$ cat src/rtl/geofence_pattern_driver_if.sv
// Host/engine-facing signal bundle of the geofence pattern driver.
// master = the pattern driver itself; slave = host and engine side.
interface geofence_pattern_driver_if;
  logic       ld_en;
  logic [9:0] ld_x;
  logic [9:0] ld_y;
  logic       ld_exp;
  logic       start;
  logic [9:0] X;
  logic [9:0] Y;
  logic       valid;
  logic       is_inside;
  logic       busy;
  logic       done;
  logic [4:0] obj_cnt;
  logic [4:0] err_cnt;
  logic       timeout;
  logic       spurious;

  modport master (
    input  ld_en, ld_x, ld_y, ld_exp, start, valid, is_inside,
    output X, Y, busy, done, obj_cnt, err_cnt, timeout, spurious
  );

  modport slave (
    output ld_en, ld_x, ld_y, ld_exp, start, valid, is_inside,
    input  X, Y, busy, done, obj_cnt, err_cnt, timeout, spurious
  );
endinterface

$ cat src/rtl/geofence_pattern_driver.sv
// Streams buffered geofence objects (target + 6 vertices) to the engine and
// scores each valid/is_inside reply against the stored expected bit.
module geofence_pattern_driver #(
  parameter int MAX_OBJ = 16,
  parameter int TIMEOUT = 1023
) (
  input logic                        clk,
  input logic                        reset,
  geofence_pattern_driver_if.master  bus
);
  localparam int PTS    = MAX_OBJ * 7;
  localparam int PTR_W  = $clog2(PTS + 1);
  localparam int WAIT_W = $clog2(TIMEOUT + 1);
  localparam logic [WAIT_W-1:0] WAIT_LAST = WAIT_W'(TIMEOUT - 1);
  localparam logic [4:0]        TOTAL_MAX = 5'(MAX_OBJ);

  typedef enum logic [1:0] {S_IDLE, S_SEND, S_WAIT, S_DONE} state_t;

  state_t             state_q, state_d;
  logic [19:0]        pts_mem [1 << PTR_W];
  logic               exp_mem [32];
  logic [PTR_W-1:0]   ld_ptr_q, ld_ptr_d;
  logic [PTR_W-1:0]   rd_ptr_q, rd_ptr_d;
  logic [2:0]         ld_idx_q, ld_idx_d;
  logic [2:0]         snd_idx_q, snd_idx_d;
  logic [4:0]         total_q, total_d;
  logic [4:0]         obj_cnt_q, obj_cnt_d;
  logic [4:0]         err_cnt_q, err_cnt_d;
  logic [WAIT_W-1:0]  wait_q, wait_d;
  logic [9:0]         x_q, x_d, y_q, y_d;
  logic               busy_q, busy_d, done_q, done_d;
  logic               timeout_q, timeout_d, spurious_q, spurious_d;
  logic               pt_we, exp_we;
  logic [19:0]        rd_pt;
  logic               last_obj;

  assign rd_pt    = pts_mem[rd_ptr_q];
  assign last_obj = (obj_cnt_q + 5'd1) == total_q;

  always_comb begin
    state_d    = state_q;
    ld_ptr_d   = ld_ptr_q;
    rd_ptr_d   = rd_ptr_q;
    ld_idx_d   = ld_idx_q;
    snd_idx_d  = snd_idx_q;
    total_d    = total_q;
    obj_cnt_d  = obj_cnt_q;
    err_cnt_d  = err_cnt_q;
    wait_d     = wait_q;
    x_d        = x_q;
    y_d        = y_q;
    busy_d     = busy_q;
    done_d     = 1'b0;
    timeout_d  = timeout_q;
    spurious_d = spurious_q;
    pt_we      = 1'b0;
    exp_we     = 1'b0;

    case (state_q)
      S_IDLE: begin
        if (bus.ld_en && total_q != TOTAL_MAX) begin
          pt_we    = 1'b1;
          ld_ptr_d = ld_ptr_q + PTR_W'(1);
          if (ld_idx_q == 3'd6) begin
            exp_we   = 1'b1;
            ld_idx_d = 3'd0;
            total_d  = total_q + 5'd1;
          end else begin
            ld_idx_d = ld_idx_q + 3'd1;
          end
        end
        if (bus.start) begin
          obj_cnt_d  = 5'd0;
          err_cnt_d  = 5'd0;
          timeout_d  = 1'b0;
          spurious_d = 1'b0;
          if (total_q != 5'd0) begin
            state_d   = S_SEND;
            busy_d    = 1'b1;
            x_d       = pts_mem[0][19:10];
            y_d       = pts_mem[0][9:0];
            rd_ptr_d  = PTR_W'(1);
            snd_idx_d = 3'd0;
          end else begin
            state_d = S_DONE;
            done_d  = 1'b1;
          end
        end
      end

      S_SEND: begin
        if (snd_idx_q == 3'd6) begin
          x_d     = 10'd0;
          y_d     = 10'd0;
          wait_d  = '0;
          state_d = S_WAIT;
        end else begin
          x_d       = rd_pt[19:10];
          y_d       = rd_pt[9:0];
          rd_ptr_d  = rd_ptr_q + PTR_W'(1);
          snd_idx_d = snd_idx_q + 3'd1;
        end
      end

      S_WAIT: begin
        if (bus.valid) begin
          obj_cnt_d = obj_cnt_q + 5'd1;
          if (bus.is_inside != exp_mem[obj_cnt_q] && err_cnt_q != 5'd31)
            err_cnt_d = err_cnt_q + 5'd1;
          if (last_obj) begin
            state_d = S_DONE;
            busy_d  = 1'b0;
            done_d  = 1'b1;
          end else begin
            // Next target goes out the very next cycle; the engine expects it there.
            state_d   = S_SEND;
            snd_idx_d = 3'd0;
            x_d       = rd_pt[19:10];
            y_d       = rd_pt[9:0];
            rd_ptr_d  = rd_ptr_q + PTR_W'(1);
          end
        end else if (wait_q == WAIT_LAST) begin
          timeout_d = 1'b1;
          state_d   = S_DONE;
          busy_d    = 1'b0;
          done_d    = 1'b1;
        end else begin
          wait_d = wait_q + WAIT_W'(1);
        end
      end

      S_DONE: begin
        state_d = S_IDLE;
      end

      default: state_d = S_IDLE;
    endcase

    if (bus.valid && state_q != S_WAIT)
      spurious_d = 1'b1;
  end

  always_ff @(posedge clk) begin
    if (reset) begin
      state_q    <= S_IDLE;
      ld_ptr_q   <= '0;
      rd_ptr_q   <= '0;
      ld_idx_q   <= 3'd0;
      snd_idx_q  <= 3'd0;
      total_q    <= 5'd0;
      obj_cnt_q  <= 5'd0;
      err_cnt_q  <= 5'd0;
      wait_q     <= '0;
      x_q        <= 10'd0;
      y_q        <= 10'd0;
      busy_q     <= 1'b0;
      done_q     <= 1'b0;
      timeout_q  <= 1'b0;
      spurious_q <= 1'b0;
    end else begin
      state_q    <= state_d;
      ld_ptr_q   <= ld_ptr_d;
      rd_ptr_q   <= rd_ptr_d;
      ld_idx_q   <= ld_idx_d;
      snd_idx_q  <= snd_idx_d;
      total_q    <= total_d;
      obj_cnt_q  <= obj_cnt_d;
      err_cnt_q  <= err_cnt_d;
      wait_q     <= wait_d;
      x_q        <= x_d;
      y_q        <= y_d;
      busy_q     <= busy_d;
      done_q     <= done_d;
      timeout_q  <= timeout_d;
      spurious_q <= spurious_d;
    end
  end

  // Buffer contents survive reset; only the pointers are cleared.
  always_ff @(posedge clk) begin
    if (pt_we)  pts_mem[ld_ptr_q] <= {bus.ld_x, bus.ld_y};
    if (exp_we) exp_mem[total_q]  <= bus.ld_exp;
  end

  assign bus.X        = x_q;
  assign bus.Y        = y_q;
  assign bus.busy     = busy_q;
  assign bus.done     = done_q;
  assign bus.obj_cnt  = obj_cnt_q;
  assign bus.err_cnt  = err_cnt_q;
  assign bus.timeout  = timeout_q;
  assign bus.spurious = spurious_q;
endmodule

$ cat src/flat_wrapper.sv
// flat-port wrapper written by rule: the top's interface ports become plain ports
module geofence_pattern_driver_flat 
#(
  parameter int MAX_OBJ = 16,
  parameter int TIMEOUT = 1023
)
  (clk, reset, bus_ld_en, bus_ld_x, bus_ld_y, bus_ld_exp, bus_start, bus_valid, bus_is_inside, bus_X, bus_Y, bus_busy, bus_done, bus_obj_cnt, bus_err_cnt, bus_timeout, bus_spurious);
  geofence_pattern_driver_if bus_i ();
  input logic clk;
  input logic reset;
  input wire logic [$bits(bus_i.ld_en)-1:0] bus_ld_en;
  input wire logic [$bits(bus_i.ld_x)-1:0] bus_ld_x;
  input wire logic [$bits(bus_i.ld_y)-1:0] bus_ld_y;
  input wire logic [$bits(bus_i.ld_exp)-1:0] bus_ld_exp;
  input wire logic [$bits(bus_i.start)-1:0] bus_start;
  input wire logic [$bits(bus_i.valid)-1:0] bus_valid;
  input wire logic [$bits(bus_i.is_inside)-1:0] bus_is_inside;
  output wire logic [$bits(bus_i.X)-1:0] bus_X;
  output wire logic [$bits(bus_i.Y)-1:0] bus_Y;
  output wire logic [$bits(bus_i.busy)-1:0] bus_busy;
  output wire logic [$bits(bus_i.done)-1:0] bus_done;
  output wire logic [$bits(bus_i.obj_cnt)-1:0] bus_obj_cnt;
  output wire logic [$bits(bus_i.err_cnt)-1:0] bus_err_cnt;
  output wire logic [$bits(bus_i.timeout)-1:0] bus_timeout;
  output wire logic [$bits(bus_i.spurious)-1:0] bus_spurious;
  assign bus_i.ld_en = bus_ld_en;
  assign bus_i.ld_x = bus_ld_x;
  assign bus_i.ld_y = bus_ld_y;
  assign bus_i.ld_exp = bus_ld_exp;
  assign bus_i.start = bus_start;
  assign bus_i.valid = bus_valid;
  assign bus_i.is_inside = bus_is_inside;
  assign bus_X = bus_i.X;
  assign bus_Y = bus_i.Y;
  assign bus_busy = bus_i.busy;
  assign bus_done = bus_i.done;
  assign bus_obj_cnt = bus_i.obj_cnt;
  assign bus_err_cnt = bus_i.err_cnt;
  assign bus_timeout = bus_i.timeout;
  assign bus_spurious = bus_i.spurious;
  geofence_pattern_driver #(.MAX_OBJ(MAX_OBJ), .TIMEOUT(TIMEOUT)) u_core (.clk(clk), .reset(reset), .bus(bus_i));
endmodule
$ cat config.mk
export PLATFORM = sky130hd
export DESIGN_NAME = geofence_pattern_driver_flat
export DESIGN_NICKNAME = d
export VERILOG_FILES = /design/src/rtl/geofence_pattern_driver_if.sv /design/src/rtl/geofence_pattern_driver.sv /design/src/flat_wrapper.sv
export SDC_FILE = /design/constraint.sdc
export NUM_CORES = 2
export LEC_CHECK = 0
export ABC_AREA = 1
export CAP_MARGIN = 20
export CORE_AREA = 10 10 532 378
export CTS_CLUSTER_SIZE = 24
export DETAILED_ROUTE_END_ITERATION = 8
export DIE_AREA = 0 0 542 388
export PLACE_DENSITY_LB_ADDON = 0.08
export SLEW_MARGIN = 20
export SYNTH_ARGS = -nofsm -noshare
export SYNTH_HDL_FRONTEND = slang
export SYNTH_SLANG_ARGS = --single-unit
$ cat constraint.sdc
create_clock -name clk -period 3.1 [get_ports clk]
set_clock_uncertainty 0.1 [all_clocks]
set_input_delay 0.62 -clock clk [delete_from_list [all_inputs] [get_ports clk]]
set_output_delay 0.62 -clock clk [all_outputs]
set_load 0.02 [all_outputs]
---- After elaboration in Yosys (flattened, before gate mapping) ----
Memories as Yosys holds them, arrays and structs flattened. A register that Yosys moved wholly into a read port is not among the register bits.
Cells that the tools add are included.
operators by class
  add/sub/neg operators ................... 8
  eq/ne operators ......................... 23
  muxes and demuxes ....................... 73
  reduce and logical (&&, ||, !) cells .... 21
operators by type and width
  operator               count
  $mux 10                13
  $pmux 10 s3            2
  $mux 7                 7
  $mux 5                 6
  $mux 1                 24
  $pmux 7 s3             1
  $pmux 10 s2            1
  $pmux 5 s2             2
  $mux 3                 6
  $add 5x1->5 const B    3
  $add 7x1->7 const B    2
  $ne 2x2->1 const B     7
  $mux 2                 6
  $reduce_and 4->1       3
  $add 10x1->10 const B  1
  $eq 10x10->1 const B   1
  $ne 5x5->1 const B     2
  $reduce_and 5->1       2
  $pmux 3 s3             1
  $reduce_and 3->1       3
  $ne 2x1->1 const B     4
  $pmux 2 s4             1
  $reduce_bool 2->1      4
  $add 3x1->3 const B    2
  other kinds (13)       21
word-level totals
  register bits after elaboration ......... 71
  RAM bits ................................ 2592
  bits of input ports ..................... 27
  output and inout bits ................... 34
  logic and storage cells ................. 142
  memories kept ........................... 2
memories
  memory          depth  width  rd ports  clocked after Yosys merged registers in  write ports  line                           RTL
  u_core.pts_mem  128    20     2         1                                        1            geofence_pattern_driver.sv:20  logic [19:0] pts_mem [1 << PTR_W];
  u_core.exp_mem  32     1      1         1                                        1            geofence_pattern_driver.sv:21  logic exp_mem [32];

---- Longest topological paths before layout ----
  word-level depth ........................ 7
  gate-level depth with buffers ........... 17
  depth with buffers taken out ............ 15

---- Worst setup path after synthesis ----
No wires, ideal clock.
  path kind ............................... register to register
  from .................................... register u_core.total_q[0]
  to ...................................... memory u_core.pts_mem[63][0], enable pin
  arrival ................................. 2555 ps
  path slack .............................. 23 ps
  cell stages (with the launch flop) ...... 8
  clock period less this slack ............ 3077 ps
  cell sequence ........................... dfxtp_1 > inv_1 > ha_1 > nand2_1 > nand2_2 > inv_2 > nand3_1 > nor3_1
between the ends
  cells in the longest elaborated chain, start to end .. 6
RTL lines
  what                          line                            RTL
  start, declared               geofence_pattern_driver.sv:26   logic [4:0] total_q, total_d;
  start signal, assigned        geofence_pattern_driver.sv:166  total_q <= total_d;
  $ne 5x5->1                    geofence_pattern_driver.sv:61   if (bus.ld_en && total_q != TOTAL_MAX) begin
  $logic_and 1x1->1             geofence_pattern_driver.sv:61
  $mux 1                        geofence_pattern_driver.sv:61
  $mux 1                        geofence_pattern_driver.sv:59   case (state_q)
  $mux 1                        geofence_pattern_driver.sv:181  if (pt_we) pts_mem[ld_ptr_q] <= {bus.ld_x, bus.ld_y};
  $mux 1 (not written as such)  geofence_pattern_driver.sv:181
  end, declared                 geofence_pattern_driver.sv:20
Every way passes these cells.

==> results.md <==
- Site Rows: 134
- Wire length per cell: between 20 and 30 um
- Rel. slew slack: 0.452
- Die height: 388 um
- Largest net degree at the start of global routing: 129
- Setup Viol. Count Final: 0
- RSZ-0062 raised after global routing: yes
- GPL Wtd Cong: 0.907
- Setup ws final: around 0.044 ns
- Nets: 9278
- Post-synth top cells: 2641 x nand2_1, 2592 x edfxtp_1, 2472 x nand3_1
- Xor-xnor portion of the synthesized cell area: 0.00121
- Post-synthesis average cell area: around 12 um2
- Post-Synth Adder-Cell Area: 0.00197
- Hold_sp: bus_ld_y[6]
- Die area: 210000 um2
- FMAX: 327 MHz
- DR pass1 iterations: 6
- Main synth FF type: edfxtp_1
- Area contributors post-synth: edfxtp_1 72%, nand3_1 11%, nand2_1 9.2%
- Leak: 42.9 nW
- Worst Hold End: u_core.pts_mem[41][6]
- Clk sinks: around 2700
- Synth area leader: edfxtp_1
- Multiplexer share of the synthesized area: 0
- Largest family of logic cells by synthesized area: simple AND/OR/NAND/NOR gates
- FFs w/ async S/R, synth: 0
- Share of cells above drive strength 1: 0.0994
- Worst slew pin tran: 0.821 ns
- YS warnings: 0
- Distinct cells, synth: 38
- Via-to-Cell Ratio: 6.11
- First-pass GRT wire length: 456000 um
- Worst min path class: in -> reg
- Critical path peak fanout: between 50 and 60
- Final Max Tran Viols: 0
- Gate Count Post-Synth: 9090
- PD cells: 750 nW/um2
- Simple-Gate Fraction of Synth Area: 0.217
- Worst-Skew Late Latency: ~0.89 ns
- FF-to-FF End: u_core.bus.Y[6]
- Tmin final: 3.06 ns
- GRT Residual Overflow: 0
- DRC violations left: 0
- Part of the Yosys area used for sequential elements: 0.735
- Crit path max-delay family: simple AND/OR/NAND/NOR gates
- Cell Area, Synth: 108000 um2
- Hold Path Cell Cnt: 1
- Top-count cell post-synth: nand2_1
- Routed Antenna Nets: 0
- Final HPWL DP: about 190000 um
- Initial antenna violation count: 13
- Flops & latches, synth: 2675
- Tot GR Track Use: 0.288
- Fillers: 14100
- Final hold vios: 0
- Synth top area share: 0.720
- Routed WL: 312000 um
- Clock transition at path regs: roughly 0.070 ns
- Max Cap Viol: 0
- Final Cycle Share: 0.986
- CORE AREA: approximately 190000 um2
- Pre-CTS WS: 0.0960 ns
- TritonCTS clock tree: done
- Critical Path Slowest Stage Cell: dfxtp_4
- CP bufs+invs: 3
- CP most frequent cell: nand3_1
- Drt initial violations: 10200
- Root Buffer: clkbuf_16
- Via count: roughly 73000
- FF-to-FF path depth: 13
- Syn Nets: 9134
- CP Data Required Time: 3.82 ns
- Initial core utilization: 0.569
- Post-synthesis compound-gate area fraction: 0.0120
- Worst R2R Setup Slack: 0.04 ns
- Vias in the first global route: 68000
- Status: finished clean
- Critical path arrival: 3.78 ns
- I/O pin count: 61
- CP endpoint kind: flip-flop
- Slowest stage delay, CP: 0.43 ns
- Hold Slack: 0.0576 ns
- Crit start category: flip-flop
- Critical path, cell by cell: inv_16, buf_12, buf_4, nand2_1, nand3_1, nand3_1, nand3_1, nand3_1, nand3_1, nand3_1, nand2_1, nand2_1, a21oi_1
- EDFF count, synth: 2592
- Synthesis-to-finish area growth: 14.1%
- Max rail drop VDD: 0.524 mV
- Chip width: 542 um
- Crit Path Category: reg -> reg
- CTS HTree Levels: 4
- IO Port Bufs: 60
- CTS buffer count: ~250
- Clock Path Buffers: 4
- Final core utilization: 0.649
-- cell usage in the layout (no fill, tap or decap), drive strengths merged, types with 83 or more instances in the layout --
cell / count
edfxtp: 2592
buf: 446
o21ai: 95
nand2: 2644
nor2: 249
inv: 136
a21oi: 123
clkinv: 90
nand3: 2472
dfxtp: 83
clkbuf: 334
-- cell type report --
class	count	area, um2	share of cell area
clock buffer	333	6720	0.0545
multi-input combinational	5688	25500	0.207
timing repair buffer	486	6810	0.0552
sequential	2675	79500	0.644
tap	2516	3150	0.0255
antenna	6	15.0	0.000122
inverter	134	539	0.00437
clock inverter	120	1170	0.00945
-- metrics by stage --
step           cells  power [W]  setup TNS, ns  instance area [um2]
6_report       12000     0.0926              0               123000
5_1_grt        12000     0.0962        -0.0160               123000
4_1_cts        11900     0.0923              0               123000
3_5_place_dp   11500     0.0626              0               115000
3_3_place_gp   11500     0.0623              0               115000
2_1_floorplan   9090     0.0546              0               108000
-- state kept, by name, indices dropped and copies added, names as in the netlist, 2 cells and up, named ones only --
signal              cells
u_core.bus.X           10
u_core.bus.Y           10
u_core.bus.err_cnt      5
u_core.bus.obj_cnt      5
u_core.exp_mem         32
u_core.ld_idx_q         3
u_core.ld_ptr_q         7
u_core.pts_mem       2560
u_core.rd_ptr_q         7
u_core.snd_idx_q        3
u_core.state_q          2
u_core.total_q          5
u_core.wait_q          10
-- worst max path at each step --
stage                                  endpoint  slack [ns]  depth (start not counted)
after detailed placement        u_core.bus.X[4]         0.1                         12
after CTS                       u_core.bus.X[4]        0.07                         12
final                           u_core.bus.Y[6]        0.04                         13
after global routing            u_core.bus.X[4]       -0.02                         12
after floorplan           u_core.pts_mem[63][0]        0.02                          7
after global placement          u_core.bus.X[4]        0.10                         12
-- power breakdown --
part	total (W)	leakage [nW]	internal [W]	switching, W
combinational	0.0220	15.1	0.00644	0.0155
sequential	0.0405	24.0	0.0399	0.000541
clock	0.0301	3.85	0.0170	0.0131
total	0.0926	42.9	0.0634	0.0292
-- logic make-up (layout without fill, tap and decap cells) --
group / Yosys count / in the layout
other: 1 / 7
adder cells (fa/ha/maj): 17 / 17
AND/OR/NAND/NOR: 5408 / 5408
flip-flops: 2675 / 2675
XOR/XNOR: 15 / 15
buffers and inverters: 727 / 1073
AO/OA/AOI/OAI: 247 / 247
-- layer usage --
layer,share of wire,global-route usage
met5,0.00022,0
met4,0.027,0.0726
met2,0.43,0.414
met1,0.42,0.439
met3,0.12,0.0739
-- timing repair --
| item | in CTS | in global routing |
|---|---|---|
| buffers inserted | 0 | 3 |
| hold buffers | 0 | 0 |
| resized for setup | 0 | 7 |
| endpoints found under the hold margin | 0 | 0 |
| endpoints found under the setup margin | 0 | 7 |
No activity file was read; power rests on OpenSTA's default activity.
